[src/rtl/cpu_pkg.sv]
// ============================================================================
// Module      : cpu_pkg
// Description : Shared pipeline types: forward-select codes and bubble record.
// Revision    : 1.0  initial release
// ============================================================================
`timescale 1ns/1ps
`default_nettype none

package cpu_pkg;

    localparam logic [1:0] FWD_REG  = 2'b00;
    localparam logic [1:0] FWD_EALU = 2'b01;
    localparam logic [1:0] FWD_MALU = 2'b10;
    localparam logic [1:0] FWD_MMO  = 2'b11;

    // Control fields of the ID/EX register that a bubble must neutralise.
    typedef struct packed {
        logic       wreg;
        logic       m2reg;
        logic       wmem;
        logic       jal;
        logic [4:0] rn0;
    } ctrl_t;

    localparam ctrl_t c_BUBBLE = '{wreg: 1'b0, m2reg: 1'b0, wmem: 1'b0,
                                   jal: 1'b0, rn0: 5'd0};

endpackage

`default_nettype wire

[src/rtl/pipe_fwd_sel.sv]
// ============================================================================
// Module      : pipe_fwd_sel
// Description : Operand forward select for one source register (E over M).
// Revision    : 1.0  initial release
// ============================================================================
`timescale 1ns/1ps
`default_nettype none

module pipe_fwd_sel
    import cpu_pkg::*;
(
    input  logic [4:0]  i_src,
    input  logic [31:0] i_dq,
    input  logic        i_ewreg,
    input  logic        i_em2reg,
    input  logic [4:0]  i_ern,
    input  logic [31:0] i_ealu,
    input  logic        i_mwreg,
    input  logic        i_mm2reg,
    input  logic [4:0]  i_mrn,
    input  logic [31:0] i_malu,
    input  logic [31:0] i_mmo,
    output logic [1:0]  o_sel,
    output logic [31:0] o_fwd
);

    // $0 is hardwired zero, so it never takes a forwarded value.
    always_comb begin
        o_sel = FWD_REG;
        if (i_src != 5'd0) begin
            if (i_ewreg && !i_em2reg && (i_ern == i_src))
                o_sel = FWD_EALU;
            else if (i_mwreg && (i_mrn == i_src))
                o_sel = i_mm2reg ? FWD_MMO : FWD_MALU;
        end
    end

    always_comb begin
        o_fwd = i_dq;
        case (o_sel)
            FWD_EALU: o_fwd = i_ealu;
            FWD_MALU: o_fwd = i_malu;
            FWD_MMO:  o_fwd = i_mmo;
            default:  o_fwd = i_dq;
        endcase
    end

endmodule

`default_nettype wire

[src/rtl/pipe_id_issue.sv]
// ============================================================================
// Module      : pipe_id_issue
// Description : ID/EX issue stage: forwarding, load-use stall, flush, stall count.
// Revision    : 1.0  initial release
// ============================================================================
`timescale 1ns/1ps
`default_nettype none

module pipe_id_issue
    import cpu_pkg::*;
#(
    parameter int CNT_W = 16
) (
    input  logic             clock,
    input  logic             reset,
    input  logic [31:0]      dpc4,
    input  logic [31:0]      dqa,
    input  logic [31:0]      dqb,
    input  logic [31:0]      dimm,
    input  logic [31:0]      dsa,
    input  logic [4:0]       drs,
    input  logic [4:0]       drt,
    input  logic [4:0]       drn0,
    input  logic             duse_rs,
    input  logic             duse_rt,
    input  logic [3:0]       daluc,
    input  logic             daluimm,
    input  logic             dshift,
    input  logic             djal,
    input  logic             dwreg,
    input  logic             dm2reg,
    input  logic             dwmem,
    input  logic             dflush,
    input  logic [31:0]      ealu,
    input  logic [4:0]       ern,
    input  logic [4:0]       mrn,
    input  logic             mwreg,
    input  logic             mm2reg,
    input  logic [31:0]      malu,
    input  logic [31:0]      mmo,
    output logic             dstall,
    output logic [31:0]      ea,
    output logic [31:0]      eb,
    output logic [31:0]      eimm,
    output logic [31:0]      esa,
    output logic [31:0]      epc4,
    output logic [4:0]       ern0,
    output logic [3:0]       ealuc,
    output logic             ealuimm,
    output logic             eshift,
    output logic             ejal,
    output logic             ewreg,
    output logic             em2reg,
    output logic             ewmem,
    output logic [CNT_W-1:0] stall_cnt
);

    localparam logic [CNT_W-1:0] c_CNT_ONE = {{(CNT_W-1){1'b0}}, 1'b1};

    logic [1:0]  w_sel_a;
    logic [1:0]  w_sel_b;
    logic [31:0] w_fwd_a;
    logic [31:0] w_fwd_b;
    logic        w_unused;
    ctrl_t       w_dctrl;
    ctrl_t       w_next_ctrl;

    pipe_fwd_sel u_fwd_a (
        .i_src    (drs),     .i_dq     (dqa),
        .i_ewreg  (ewreg),   .i_em2reg (em2reg), .i_ern (ern), .i_ealu (ealu),
        .i_mwreg  (mwreg),   .i_mm2reg (mm2reg), .i_mrn (mrn),
        .i_malu   (malu),    .i_mmo    (mmo),
        .o_sel    (w_sel_a), .o_fwd    (w_fwd_a)
    );

    pipe_fwd_sel u_fwd_b (
        .i_src    (drt),     .i_dq     (dqb),
        .i_ewreg  (ewreg),   .i_em2reg (em2reg), .i_ern (ern), .i_ealu (ealu),
        .i_mwreg  (mwreg),   .i_mm2reg (mm2reg), .i_mrn (mrn),
        .i_malu   (malu),    .i_mmo    (mmo),
        .o_sel    (w_sel_b), .o_fwd    (w_fwd_b)
    );

    // Select codes are a debug view only; the data path uses the forwarded values.
    assign w_unused = ^{w_sel_a, w_sel_b};

    // A load in E cannot forward until it reaches M, so decode waits one cycle.
    assign dstall = ~reset & ewreg & em2reg & (ern != 5'd0) &
                    ((duse_rs & (ern == drs)) | (duse_rt & (ern == drt)));

    assign w_dctrl     = '{wreg: dwreg, m2reg: dm2reg, wmem: dwmem,
                           jal: djal, rn0: drn0};
    assign w_next_ctrl = (dflush | dstall) ? c_BUBBLE : w_dctrl;

    always_ff @(posedge clock or posedge reset) begin
        if (reset) begin
            ea        <= '0;
            eb        <= '0;
            eimm      <= '0;
            esa       <= '0;
            epc4      <= '0;
            ealuc     <= '0;
            ealuimm   <= 1'b0;
            eshift    <= 1'b0;
            ewreg     <= 1'b0;
            em2reg    <= 1'b0;
            ewmem     <= 1'b0;
            ejal      <= 1'b0;
            ern0      <= '0;
            stall_cnt <= '0;
        end else begin
            ea      <= w_fwd_a;
            eb      <= w_fwd_b;
            eimm    <= dimm;
            esa     <= dsa;
            epc4    <= dpc4;
            ealuc   <= daluc;
            ealuimm <= daluimm;
            eshift  <= dshift;
            {ewreg, em2reg, ewmem, ejal, ern0} <= w_next_ctrl;
            if (dstall && (stall_cnt != {CNT_W{1'b1}}))
                stall_cnt <= stall_cnt + c_CNT_ONE;
        end
    end

endmodule

`default_nettype wire
[config.mk]
export PLATFORM = sky130hd
export DESIGN_NAME = pipe_id_issue
export DESIGN_NICKNAME = d
export VERILOG_FILES = /design/src/rtl/cpu_pkg.sv /design/src/rtl/pipe_fwd_sel.sv /design/src/rtl/pipe_id_issue.sv
export SDC_FILE = /design/constraint.sdc
export NUM_CORES = 1
export LEC_CHECK = 0
export CAP_MARGIN = 15
export CORE_AREA = 2 2 193 195
export CTS_CLUSTER_DIAMETER = 150
export DETAILED_ROUTE_END_ITERATION = 12
export DIE_AREA = 0 0 195 197
export PLACE_DENSITY = 0.59
export SLEW_MARGIN = 15
export SYNTH_ARGS = -nofsm -noshare
export SYNTH_HDL_FRONTEND = slang
export SYNTH_SLANG_ARGS = --single-unit
[constraint.sdc]
create_clock -name clock -period 18.9 [get_ports clock]
set_clock_uncertainty 0.05 [all_clocks]
set_input_delay 3.78 -clock clock [delete_from_list [all_inputs] [get_ports clock]]
set_output_delay 3.78 -clock clock [all_outputs]
set_load 0.02 [all_outputs]
==> PnR_summary.wiki, run 1 <==
{| class="wikitable"
! Metric !! Value
|-
| Total Routing Usage GR || 0.1624
|-
| Crit end category || primary output
|-
| Total half-perimeter wirelength after legalization and detailed placement || 23400 um
|-
| Most frequent cells in the layout || sky130_fd_sc_hd__clkdlybuf4s50_1 (488), sky130_fd_sc_hd__dfrtp_1 (191), sky130_fd_sc_hd__a2bb2oi_1 (62)
|-
| Most common cell after layout, fill and taps aside || sky130_fd_sc_hd__clkdlybuf4s50_1
|-
| Worst EP arrival || 6.37 ns
|-
| Number of antenna violations at the first check in global routing || 1
|-
| Achievable clock frequency || 98.00 MHz
|-
| Number of buffers added by the clock tree synthesis step || 17
|-
| Worst Setup Path Type || in2out
|-
| I/O pins || slightly below 500
|-
| PostCTS Resize Cnt || 0
|-
| CTS clock-pin slew for the worst setup and hold paths || ~0.070 ns
|-
| Area added between synthesis and finish || 82.30%
|-
| FF+latch count, synth || around 190
|-
| Via total after detailed routing || between 6000 and 7000
|-
| Leakage power summed over all cells || approximately 5.3 nW
|-
| Final Hold Vio Count || 0
|-
| Root Driver || sky130_fd_sc_hd__clkbuf_16
|-
| Leading register cell type out of synthesis || sky130_fd_sc_hd__dfrtp_1
|-
| Post-CTS Setup Bufs || 0
|-
| IR drop worst, VDD || ~0.000059 V
|-
| Count of endpoints failing setup in the final report || 0
|-
| Critical path launch point || drs[2]
|-
| Global route total overflow || 0
|-
| Clock tree from TritonCTS || built
|-
| Last weighted congestion value of the routability-driven placer || 0.8457
|-
| Final count of pins violating max slew || 0
|-
| Critical path data required time || around 15 ns
|-
| Area occupied by multi-input gates || 2370 um^2
|-
| Top cell type by total area after synthesis || sky130_fd_sc_hd__dfrtp_1
|-
| Avg Vias per Cell || ~4.3
|-
| Die area || 38420 um^2
|-
| CP Capture Point || dstall
|-
| Storage element area || about 4800 um^2
|-
| Overall power || 1.005 mW
|-
| Worst hold margin || 0.4742 ns
|-
| Final clock period utilization by the worst path || 0.5399
|-
| Fraction of final layout cells sized beyond drive strength 1 || 0.06250
|-
| Mean post-synth cell area || 14.30 um^2
|-
| Number of buffer cells added on primary ports || about 500
|-
| Remaining design rule violation count || 0
|-
| NumNets Final || approximately 1300
|-
| H-Tree Depth || 4
|-
| TritonCTS Sinks || about 190
|-
| CTS hold repair buffers || 0
|-
| Die Y-Extent || 197 um
|-
| Net Count, Synth || between 800 and 900
|-
| Worst-case setup margin in the final layout || between 8 and 9 ns
|-
| Worst-path maximum fanout || 17
|-
| Post-Syn Instances || about 510
|-
| Warnings, synthesis || 0
|-
| DRT iter0 DRCs || between 200 and 300
|-
| Kind of start point of the critical path || input pin
|-
| Number of fill cells in the layout || 3600
|-
| Largest net degree at the start of global routing || 112
|-
| Register-to-Register Path Depth || 6
|-
| Share of flip-flops with an asynchronous set or reset || 1.000
|-
| RSZ-0062 raised after global routing || false
|-
| Core area || 36260 um^2
|-
| R2r endpoint || eb[17]$_DFF_PP0_
|-
| Type of the tightest min-delay check || reg2reg
|-
| Area fraction of the dominant cell type after synthesis || 0.6539
|-
| Antenna diode instance count || 0
|-
| Wire length of the first global-routing pass || roughly 46000 um
|-
| Post-synthesis sequential area ratio || 0.6539
|-
| Starting density of the core || 0.2016
|-
| Clock period minus final worst setup slack || 10.20 ns
|-
| Number of global-route vias before repair || slightly below 7000
|-
| Worst slew pin tran || between 0.9 and 1 ns
|-
| Biggest area contributors in the synthesized netlist || sky130_fd_sc_hd__dfrtp_1 (65%), sky130_fd_sc_hd__a2bb2oi_1 (7.4%), sky130_fd_sc_hd__mux2i_1 (4.4%), sky130_fd_sc_hd__o22a_1 (4.1%), sky130_fd_sc_hd__xnor2_1 (2.9%)
|-
| Post-detailed-route count of antenna-violating nets || 0
|-
| Result of the run || finished, final reports clean
|-
| Wirelength per Cell || around 21 um
|-
| Number of buffers on the longest clock path || 2
|-
| Total power density per cell area || approximately 75 nW/um^2
|-
| R2R setup slack || approximately 16 ns
|-
| Synth cell types || 45
|-
| Post-placement setup slack || around 8.7 ns
|-
| Netlist Area Pre-Place || approximately 7300 um^2
|-
| Number of placement rows || 70
|-
| Routed wire length || 31240 um
|-
| Worst skew pair latency || between 0.4 and 0.5 ns
|-
| Max-cap violations || 0
|-
| Worst slew margin relative to its limit || 0.3321
|-
| Length of the first detailed-routing pass in iterations || 4
|-
| Number of enable flip-flop cells after synthesis || 0
|-
| Sum of negative setup slack || 0 ns
|-
| Chip width || between 150 and 200 um
|-
| Worst reg2reg startpoint || em2reg$_DFF_PP0_
|}
==> power by group <==
part / leakage, nW / switching, mW / internal [mW] / total (mW)
registers: 2.27 / 0.00675 / 0.430 / 0.436
clock network: 0.296 / 0.176 / 0.204 / 0.380
logic: 2.74 / 0.0796 / 0.108 / 0.188
==> layer usage <==
metal	wire, um	share of wire	GRT usage
met5	12	0.00038	0
met4	579	0.019	0.05598
met3	2313	0.074	0.05151
met2	16380	0.52	0.2899
met1	11950	0.38	0.1825
==> cells in the mapped netlist (all sizes together) (3+ instances only) <==
library cell / count
and4: 3
mux2i: 32
nor3: 8
clkbuf: 9
nand3b: 3
nand3: 16
o22a: 42
and3: 3
xnor2: 24
and2: 12
nand4: 8
nor2: 8
dfrtp: 191
o2bb2ai: 20
a2bb2oi: 62
nand2: 10
a21oi: 4
buf: 22
xor2: 11
inv: 4
==> registers in the layout, summed over array words and instances, names as in the netlist, 4 cells and up <==
name	flops
ea	32
stall_cnt	16
esa	32
epc4	32
ern0	5
eb	32
eimm	32
ealuc	4
==> cell families (layout without fill, tap and decap cells) <==
group / after synthesis / in the layout / share of synthesized area
xor+xnor: 35 / 35 / 0.04194
simple gates: 79 / 79 / 0.06317
compound gates: 136 / 136 / 0.1660
flops: 191 / 191 / 0.6539
fa+ha+maj: 1 / 1 / 0.001711
mux: 34 / 34 / 0.04690
buf+inv: 35 / 532 / 0.02636
==> worst max-delay path, cell delays in order <==
cell and delay [ns]:
sky130_fd_sc_hd__clkdlybuf4s50_1 0.51, sky130_fd_sc_hd__xor2_1 0.21, sky130_fd_sc_hd__nor3_2 0.35, sky130_fd_sc_hd__a32o_1 0.67
sky130_fd_sc_hd__and2_1 0.23, sky130_fd_sc_hd__clkdlybuf4s50_1 0.60
==> area by class of cell <==
type	count	share of cell area
repair buffers	496	0.3718
flip-flops and latches	191	0.3587
multi-input cells	285	0.1778
well taps	468	0.04394
clock buffers	18	0.03296
clock inverters	14	0.01305
inverters	4	0.001690
==> worst min-delay path by stage <==
stage / startpoint / end / slack [ns] / cells after the start
3_3_place_gp: stall_cnt[13]$_DFFE_PP0P_ / stall_cnt[13]$_DFFE_PP0P_ / 0.46 / 1
5_1_grt: stall_cnt[9]$_DFFE_PP0P_ / stall_cnt[9]$_DFFE_PP0P_ / 0.51 / 1
3_5_place_dp: stall_cnt[13]$_DFFE_PP0P_ / stall_cnt[13]$_DFFE_PP0P_ / 0.46 / 1
4_1_cts: stall_cnt[13]$_DFFE_PP0P_ / stall_cnt[13]$_DFFE_PP0P_ / 0.47 / 1
2_1_floorplan: stall_cnt[13]$_DFFE_PP0P_ / stall_cnt[13]$_DFFE_PP0P_ / 0.56 / 1
6_report: stall_cnt[7]$_DFFE_PP0P_ / stall_cnt[7]$_DFFE_PP0P_ / 0.47 / 1
==> metrics by stage <==
stage,std cells,instance area (um^2),utilization
2_1_floorplan,511,7310,-
3_3_place_gp,1444,12710,0.3506
3_5_place_dp,1444,12710,0.3506
4_1_cts,1476,13330,0.3675
5_1_grt,1476,13330,0.3675
6_report,1476,13330,0.3675
Power figures use the tool's default switching activity.
==> run 2, diff against run 1 <==
- CORE_AREA: 2 2 193 195 -> 2 2 189 191
- DIE_AREA: 0 0 195 197 -> 0 0 191 193
- PLACE_DENSITY: 0.59 -> 0.61
- clock period: 18.9 -> 10.58 ns (I/O delays scaled with it)
==> PnR_summary.wiki, run 2 (synthesis results as in run 1) <==
{| class="wikitable"
! Metric !! Value
|-
| Cell at the slowest stage of the critical path || sky130_fd_sc_hd__a32o_1 (unchanged)
|-
| Number of placement rows || 69 (was 70)
|-
| Die Y-Extent || 193 um (was 197 um)
|-
| PostCTS Resize Cnt || 0 (unchanged)
|-
| Post-CTS Setup Bufs || 0 (unchanged)
|-
| Via total after detailed routing || 6353 (was 6307)
|-
| Achievable clock frequency || between 100 and 150 MHz
|-
| Crit end category || primary output (unchanged)
|-
| Total placed instance area || 12710 um^2 (about the same)
|-
| Root Driver || sky130_fd_sc_hd__clkbuf_16 (unchanged)
|-
| H-Tree Depth || 4 (unchanged)
|-
| Worst-case setup margin in the final layout || 3.729 ns (was 8.696 ns)
|-
| NumNets Final || 1296 (was 1294)
|-
| Worst skew pair latency || 0.45 ns (about the same)
|-
| Area added between synthesis and finish || 81.68% (was 82.30%)
|-
| Critical path data required time || 8.41 ns (was 15.07 ns)
|-
| Worst slew pin tran || 1.091 ns (was 0.9983 ns)
|-
| CTS hold repair buffers || 0 (unchanged)
|-
| Worst EP arrival || 4.69 ns (was 6.37 ns)
|-
| Wirelength per Cell || 21.24 um (was 21.17 um)
|-
| Number of buffers added by the clock tree synthesis step || 17 (unchanged)
|-
| Most common cell after layout, fill and taps aside || sky130_fd_sc_hd__clkdlybuf4s50_1 (unchanged)
|-
| Final count of pins violating max slew || 0 (unchanged)
|-
| Chip width || 191 um (was 195 um)
|-
| CTS clock-pin slew for the worst setup and hold paths || 0.07 ns (about the same)
|-
| Avg Vias per Cell || 4.313 (was 4.273)
|-
| Number of buffers and inverters on the critical path || 2 (unchanged)
|-
| Most frequent cells in the layout || sky130_fd_sc_hd__clkdlybuf4s50_1 (488), sky130_fd_sc_hd__dfrtp_1 (191), sky130_fd_sc_hd__a2bb2oi_1 (62) (unchanged)
|-
| Die area || 36860 um^2 (was 38420 um^2)
|-
| Result of the run || finished, final reports clean (unchanged)
|-
| Worst slew margin relative to its limit || 0.2710 (was 0.3321)
|-
| Wire length of the first global-routing pass || 43590 um (was 45530 um)
|-
| Sum of negative setup slack || 0 ns (unchanged)
|-
| Length of the first detailed-routing pass in iterations || 4 (unchanged)
|-
| Largest net degree at the start of global routing || 76 (was 112)
|-
| Starting density of the core || 0.2091 (was 0.2016)
|-
| Number of buffers on the longest clock path || 2 (unchanged)
|-
| Total power density per cell area || 131.8 nW/um^2 (was 75.38 nW/um^2)
|-
| IR drop worst, VDD || 0.0001069 V (was 0.00005876 V)
|-
| Routed wire length || 31280 um (was 31240 um)
|-
| Worst Setup Path Type || in2out (unchanged)
|-
| TritonCTS Sinks || 191 (unchanged)
|-
| Leakage power summed over all cells || 5.288 nW (was 5.307 nW)
|-
| Total Routing Usage GR || 0.1647 (was 0.1624)
|-
| Number of global-route vias before repair || 6676 (was 6809)
|-
| Top delay family on crit path || buffers and inverters (unchanged)
|-
| Most prevalent standard cell on the critical path || sky130_fd_sc_hd__clkdlybuf4s50_1 (unchanged)
|-
| Kind of start point of the critical path || input pin (unchanged)
|-
| Cell-by-cell trace of the critical path || clkdlybuf4s50_1, xor2_1, nor3_2, a32o_1, and2_1, clkdlybuf4s50_1 (unchanged)
|-
| Final Hold Vio Count || 0 (unchanged)
|-
| I/O pins || 490 (unchanged)
|-
| Remaining design rule violation count || 0 (unchanged)
|-
| DRT iter0 DRCs || 285 (was 276)
|-
| Delay of the slowest cell on the worst path || 0.66 ns (was 0.67 ns)
|-
| Global route total overflow || 0 (unchanged)
|-
| Fin area || 13280 um^2 (was 13330 um^2)
|-
| Core area || 34960 um^2 (was 36260 um^2)
|-
| Clock tree from TritonCTS || built (unchanged)
|-
| Post-placement setup slack || 3.701 ns (was 8.697 ns)
|-
| RSZ-0062 raised after global routing || false (unchanged)
|-
| Number of antenna violations at the first check in global routing || 4 (was 1)
|-
| Count of endpoints failing setup in the final report || 0 (unchanged)
|-
| Fraction of final layout cells sized beyond drive strength 1 || 0.06436 (was 0.06250)
|-
| Type of the tightest min-delay check || reg2reg (unchanged)
|-
| Max-cap violations || 0 (unchanged)
|-
| Post-detailed-route count of antenna-violating nets || 0 (unchanged)
|-
| Total half-perimeter wirelength after legalization and detailed placement || 23430 um (was 23400 um)
|-
| Worst hold margin || 0.4685 ns (was 0.4742 ns)
|-
| Overall power || 1.750 mW (was 1.005 mW)
|-
| Last weighted congestion value of the routability-driven placer || 0.8453 (was 0.8457)
|-
| Final clock period utilization by the worst path || 0.6476
|-
| Clock period minus final worst setup slack || around 6.9 ns
|-
| Worst-path maximum fanout || 17 (unchanged)
|-
| Number of buffer cells added on primary ports || 489 (unchanged)
|}
==> run 2: final timing paths <==
path / start / end / slack, ns / depth (start not counted)
max reg2reg: em2reg$_DFF_PP0_ / ea[31]$_DFF_PP0_ / 7.56 / 6
min: stall_cnt[7]$_DFFE_PP0P_ / stall_cnt[7]$_DFFE_PP0P_ / 0.47 / 1
min in group asynchronous: reset / eimm[15]$_DFF_PP0_ / 2.09 / 2
max in group asynchronous: reset / eb[9]$_DFF_PP0_ / 6.99 / 3
min reg2reg: stall_cnt[7]$_DFFE_PP0P_ / stall_cnt[7]$_DFFE_PP0P_ / 0.47 / 1
max: drs[2] / dstall / 3.73 / 6
==> run 2: area by class of cell <==
| class | count | area [um^2] |
|---|---|---|
| clock inverter | 13 | 116.4 |
| clock buffer | 19 | 452.9 |
| inverter | 4 | 22.52 |
| tap | 461 | 576.8 |
| sequential | 191 | 4780 |
| antenna | 2 | 5.005 |
| fill | 3425 | 21680 |
| multi-input combinational | 285 | 2370 |
| timing repair buffer | 498 | 4957 |
==> run 2: metrics by stage <==
step,util,cells
6_report,0.3798,1473
5_1_grt,0.3797,1472
4_1_cts,0.3797,1471
3_5_place_dp,0.3634,1439
3_3_place_gp,0.3634,1439
2_1_floorplan,-,511
==> run 2: routing by layer <==
metal / global-route usage / vias to the layer above / wire, um
met3: 0.04615 / 36 / 2403
met5: 0 / - / 13
met1: 0.1983 / 3139 / 12690
met2: 0.2787 / 304 / 15460
li1: - / 2872 / -
met4: 0.06530 / 2 / 718
==> run 2: power by group <==
| part | leakage, nW | switching (mW) | internal [mW] | total (mW) |
|---|---|---|---|---|
| Combinational | 2.74 | 0.144 | 0.193 | 0.337 |
| Sequential | 2.27 | 0.0121 | 0.768 | 0.780 |
| Clock | 0.272 | 0.311 | 0.322 | 0.633 |
| Total | 5.29 | 0.467 | 1.28 | 1.75 |
==> run 3, diff against run 2 <==
- PLACE_DENSITY: 0.61 -> 0.63
- clock period: 10.58 -> 5.8 ns (I/O delays scaled with it)
==> PnR_summary.wiki, run 3 (synthesis results as in run 1) <==
{| class="wikitable"
! Metric !! Value
|-
| Chip width || 191 um (unchanged)
|-
| Amount of wire on met2 after detailed routing || 16380 um (was 15460 um)
|-
| Post-detailed-route count of antenna-violating nets || 0 (unchanged)
|-
| CTS clock-pin slew for the worst setup and hold paths || 0.07 ns (about the same)
|-
| Number of placement rows || 69 (unchanged)
|-
| Wirelength per Cell || 21.34 um (was 21.24 um)
|-
| Fin area || 13370 um^2 (was 13280 um^2)
|-
| Avg Vias per Cell || 4.334 (was 4.313)
|-
| Global route total overflow || 0 (unchanged)
|-
| Die area || 36860 um^2 (unchanged)
|-
| Final Hold Vio Count || 0 (unchanged)
|-
| Max-cap violations || 0 (unchanged)
|-
| Via total after detailed routing || 6397 (was 6353)
|-
| Storage element area || 4780 um^2 (unchanged)
|-
| H-Tree Depth || 4 (unchanged)
|-
| Cell at the slowest stage of the critical path || sky130_fd_sc_hd__clkdlybuf4s50_1 (was sky130_fd_sc_hd__a32o_1)
|-
| RSZ-0062 raised after global routing || false (unchanged)
|-
| Fraction of final layout cells sized beyond drive strength 1 || 0.06706 (was 0.06436)
|-
| NumNets Final || 1300 (was 1296)
|-
| Worst EP arrival || 3.47 ns (was 4.69 ns)
|-
| Delay of the slowest cell on the worst path || 0.60 ns (was 0.66 ns)
|-
| Worst-path maximum fanout || 17 (unchanged)
|-
| Largest net degree at the start of global routing || 131 (was 76)
|-
| Total power density per cell area || 247.4 nW/um^2 (was 131.8 nW/um^2)
|-
| Final count of pins violating max slew || 0 (unchanged)
|-
| DRT iter0 DRCs || 303 (was 285)
|-
| TritonCTS Sinks || 191 (unchanged)
|-
| Final clock period utilization by the worst path || 0.8068
|-
| Area occupied by multi-input gates || 2370 um^2 (unchanged)
|-
| Die Y-Extent || 193 um (unchanged)
|-
| Number of antenna violations at the first check in global routing || 1 (was 4)
|-
| Last weighted congestion value of the routability-driven placer || 0.8266 (was 0.8453)
|-
| Length of the first detailed-routing pass in iterations || 4 (unchanged)
|-
| Most frequent cells in the layout || sky130_fd_sc_hd__clkdlybuf4s50_1 (488), sky130_fd_sc_hd__dfrtp_1 (191), sky130_fd_sc_hd__a2bb2oi_1 (62) (unchanged)
|-
| Number of buffers on the longest clock path || 2 (unchanged)
|-
| Total half-perimeter wirelength after legalization and detailed placement || 24170 um (was 23430 um)
|-
| Number of fill cells in the layout || 3408 (was 3425)
|-
| Type of the tightest min-delay check || reg2reg (unchanged)
|-
| Critical path data required time || 4.59 ns (was 8.41 ns)
|-
| Starting density of the core || 0.2091 (unchanged)
|-
| Core area || 34960 um^2 (unchanged)
|-
| Root Driver || sky130_fd_sc_hd__clkbuf_16 (unchanged)
|-
| Wire length of the first global-routing pass || 43980 um (was 43590 um)
|-
| IR drop worst, VDD || 0.0001979 V (was 0.0001069 V)
|-
| Kind of start point of the critical path || input pin (unchanged)
|-
| Number of buffers added by the clock tree synthesis step || 17 (unchanged)
|-
| Layout Utilization || 0.3825 (was 0.3798)
|-
| Routed wire length || 31490 um (was 31280 um)
|-
| Remaining design rule violation count || 0 (unchanged)
|-
| Total Routing Usage GR || 0.1672 (was 0.1647)
|-
| CTS hold repair buffers || 0 (unchanged)
|-
| Worst Setup Path Type || in2out (unchanged)
|-
| Leakage power summed over all cells || 5.339 nW (was 5.288 nW)
|-
| Area added between synthesis and finish || 82.95% (was 81.68%)
|-
| Worst slew pin tran || 1.074 ns (was 1.091 ns)
|-
| Number of buffer cells added on primary ports || 489 (unchanged)
|-
| Cell-by-cell trace of the critical path || clkdlybuf4s50_1, xor2_1, nor3_2, a32o_1, buf_4, and2_1, clkdlybuf4s50_1 (was clkdlybuf4s50_1, xor2_1, nor3_2, a32o_1, and2_1, clkdlybuf4s50_1)
|-
| Clock tree from TritonCTS || built (unchanged)
|-
| I/O pins || 490 (unchanged)
|-
| Most common cell after layout, fill and taps aside || sky130_fd_sc_hd__clkdlybuf4s50_1 (unchanged)
|-
| Worst slew margin relative to its limit || 0.2826 (was 0.2710)
|-
| Met3 WL || 2085 um (was 2403 um)
|-
| Length of routed wiring on met1 || 12230 um (was 12690 um)
|-
| Most prevalent standard cell on the critical path || sky130_fd_sc_hd__clkdlybuf4s50_1 (unchanged)
|-
| Crit end category || primary output (unchanged)
|-
| PostCTS Resize Cnt || 0 (unchanged)
|-
| Topmost layer with routed signal wires || met4 (was met5)
|-
| Number of global-route vias before repair || 6594 (was 6676)
|-
| Post-CTS Setup Bufs || 0 (unchanged)
|-
| Total placed instance area || 12740 um^2 (was 12710 um^2)
|-
| Clock period minus final worst setup slack || ~4.7 ns
|-
| Worst skew pair latency || 0.44 ns (was 0.45 ns)
|-
| Result of the run || finished, final reports clean (unchanged)
|-
| Count of endpoints failing setup in the final report || 0 (unchanged)
|-
| Achievable clock frequency || 213.7 MHz
|}
## run 3: cell count changes in the layout (fill, tap and decap cells not counted), sizes merged
cell	before	now
diode	2	1
buf	10	14
clkbuf	19	18
inv	11	9
clkinv	3	4
clkinvlp	3	2
bufinv	0	3
## run 3: worst max-delay path: cells and delay by family
kind / cells / cell delay [ns]
compound gates: 1 / 0.19
xor+xnor: 1 / 0.21
buf+inv: 3 / 1.38
simple gates: 2 / 0.52
## run 3: final cells by class
class	instances	area share
Timing Repair Buffer	502	0.3739
Sequential cell	191	0.3574
Multi-Input combinational cell	285	0.1772
Tap cell	461	0.04313
Clock buffer	18	0.03209
Clock inverter	14	0.01469
Inverter	4	0.001403
Antenna cell	1	0.0001871
## run 3: worst paths after layout
path,startpoint,end,slack (ns),cells after the start
max,ern[2],dstall,1.12,7
min,stall_cnt[7]$_DFFE_PP0P_,stall_cnt[7]$_DFFE_PP0P_,0.47,1
max reg2reg,em2reg$_DFF_PP0_,ea[27]$_DFF_PP0_,3.11,6
min reg2reg,stall_cnt[7]$_DFFE_PP0P_,stall_cnt[7]$_DFFE_PP0P_,0.47,1
max in group asynchronous,reset,ea[18]$_DFF_PP0_,3.05,4
min in group asynchronous,reset,epc4[8]$_DFF_PP0_,1.27,3
## run 3: routing by layer
metal,track usage,up-vias
met1,0.1967,3186
li1,-,2887
met2,0.2935,287
met5,0,-
met4,0.06500,0
met3,0.04109,37
## run 3: per-stage QoR
step	power (mW)	hold WS [ns]	worst slack [ns]	std cells	TNS, ns
global placement	2.065	0.4555	1.076	1443	0
detailed placement	2.071	0.4551	1.095	1443	0
global route	3.454	0.4922	0.9768	1476	0
finish	3.309	0.4660	1.121	1476	0
floorplan	1.659	0.5605	-0.09454	511	-0.09454
CTS	3.364	0.4651	1.080	1475	0
## run 3: power by group
part / switching, mW / internal (mW) / leakage [nW]
sequential: 0.0231 / 1.40 / 2.27
combinational: 0.261 / 0.354 / 2.76
clock: 0.575 / 0.697 / 0.304
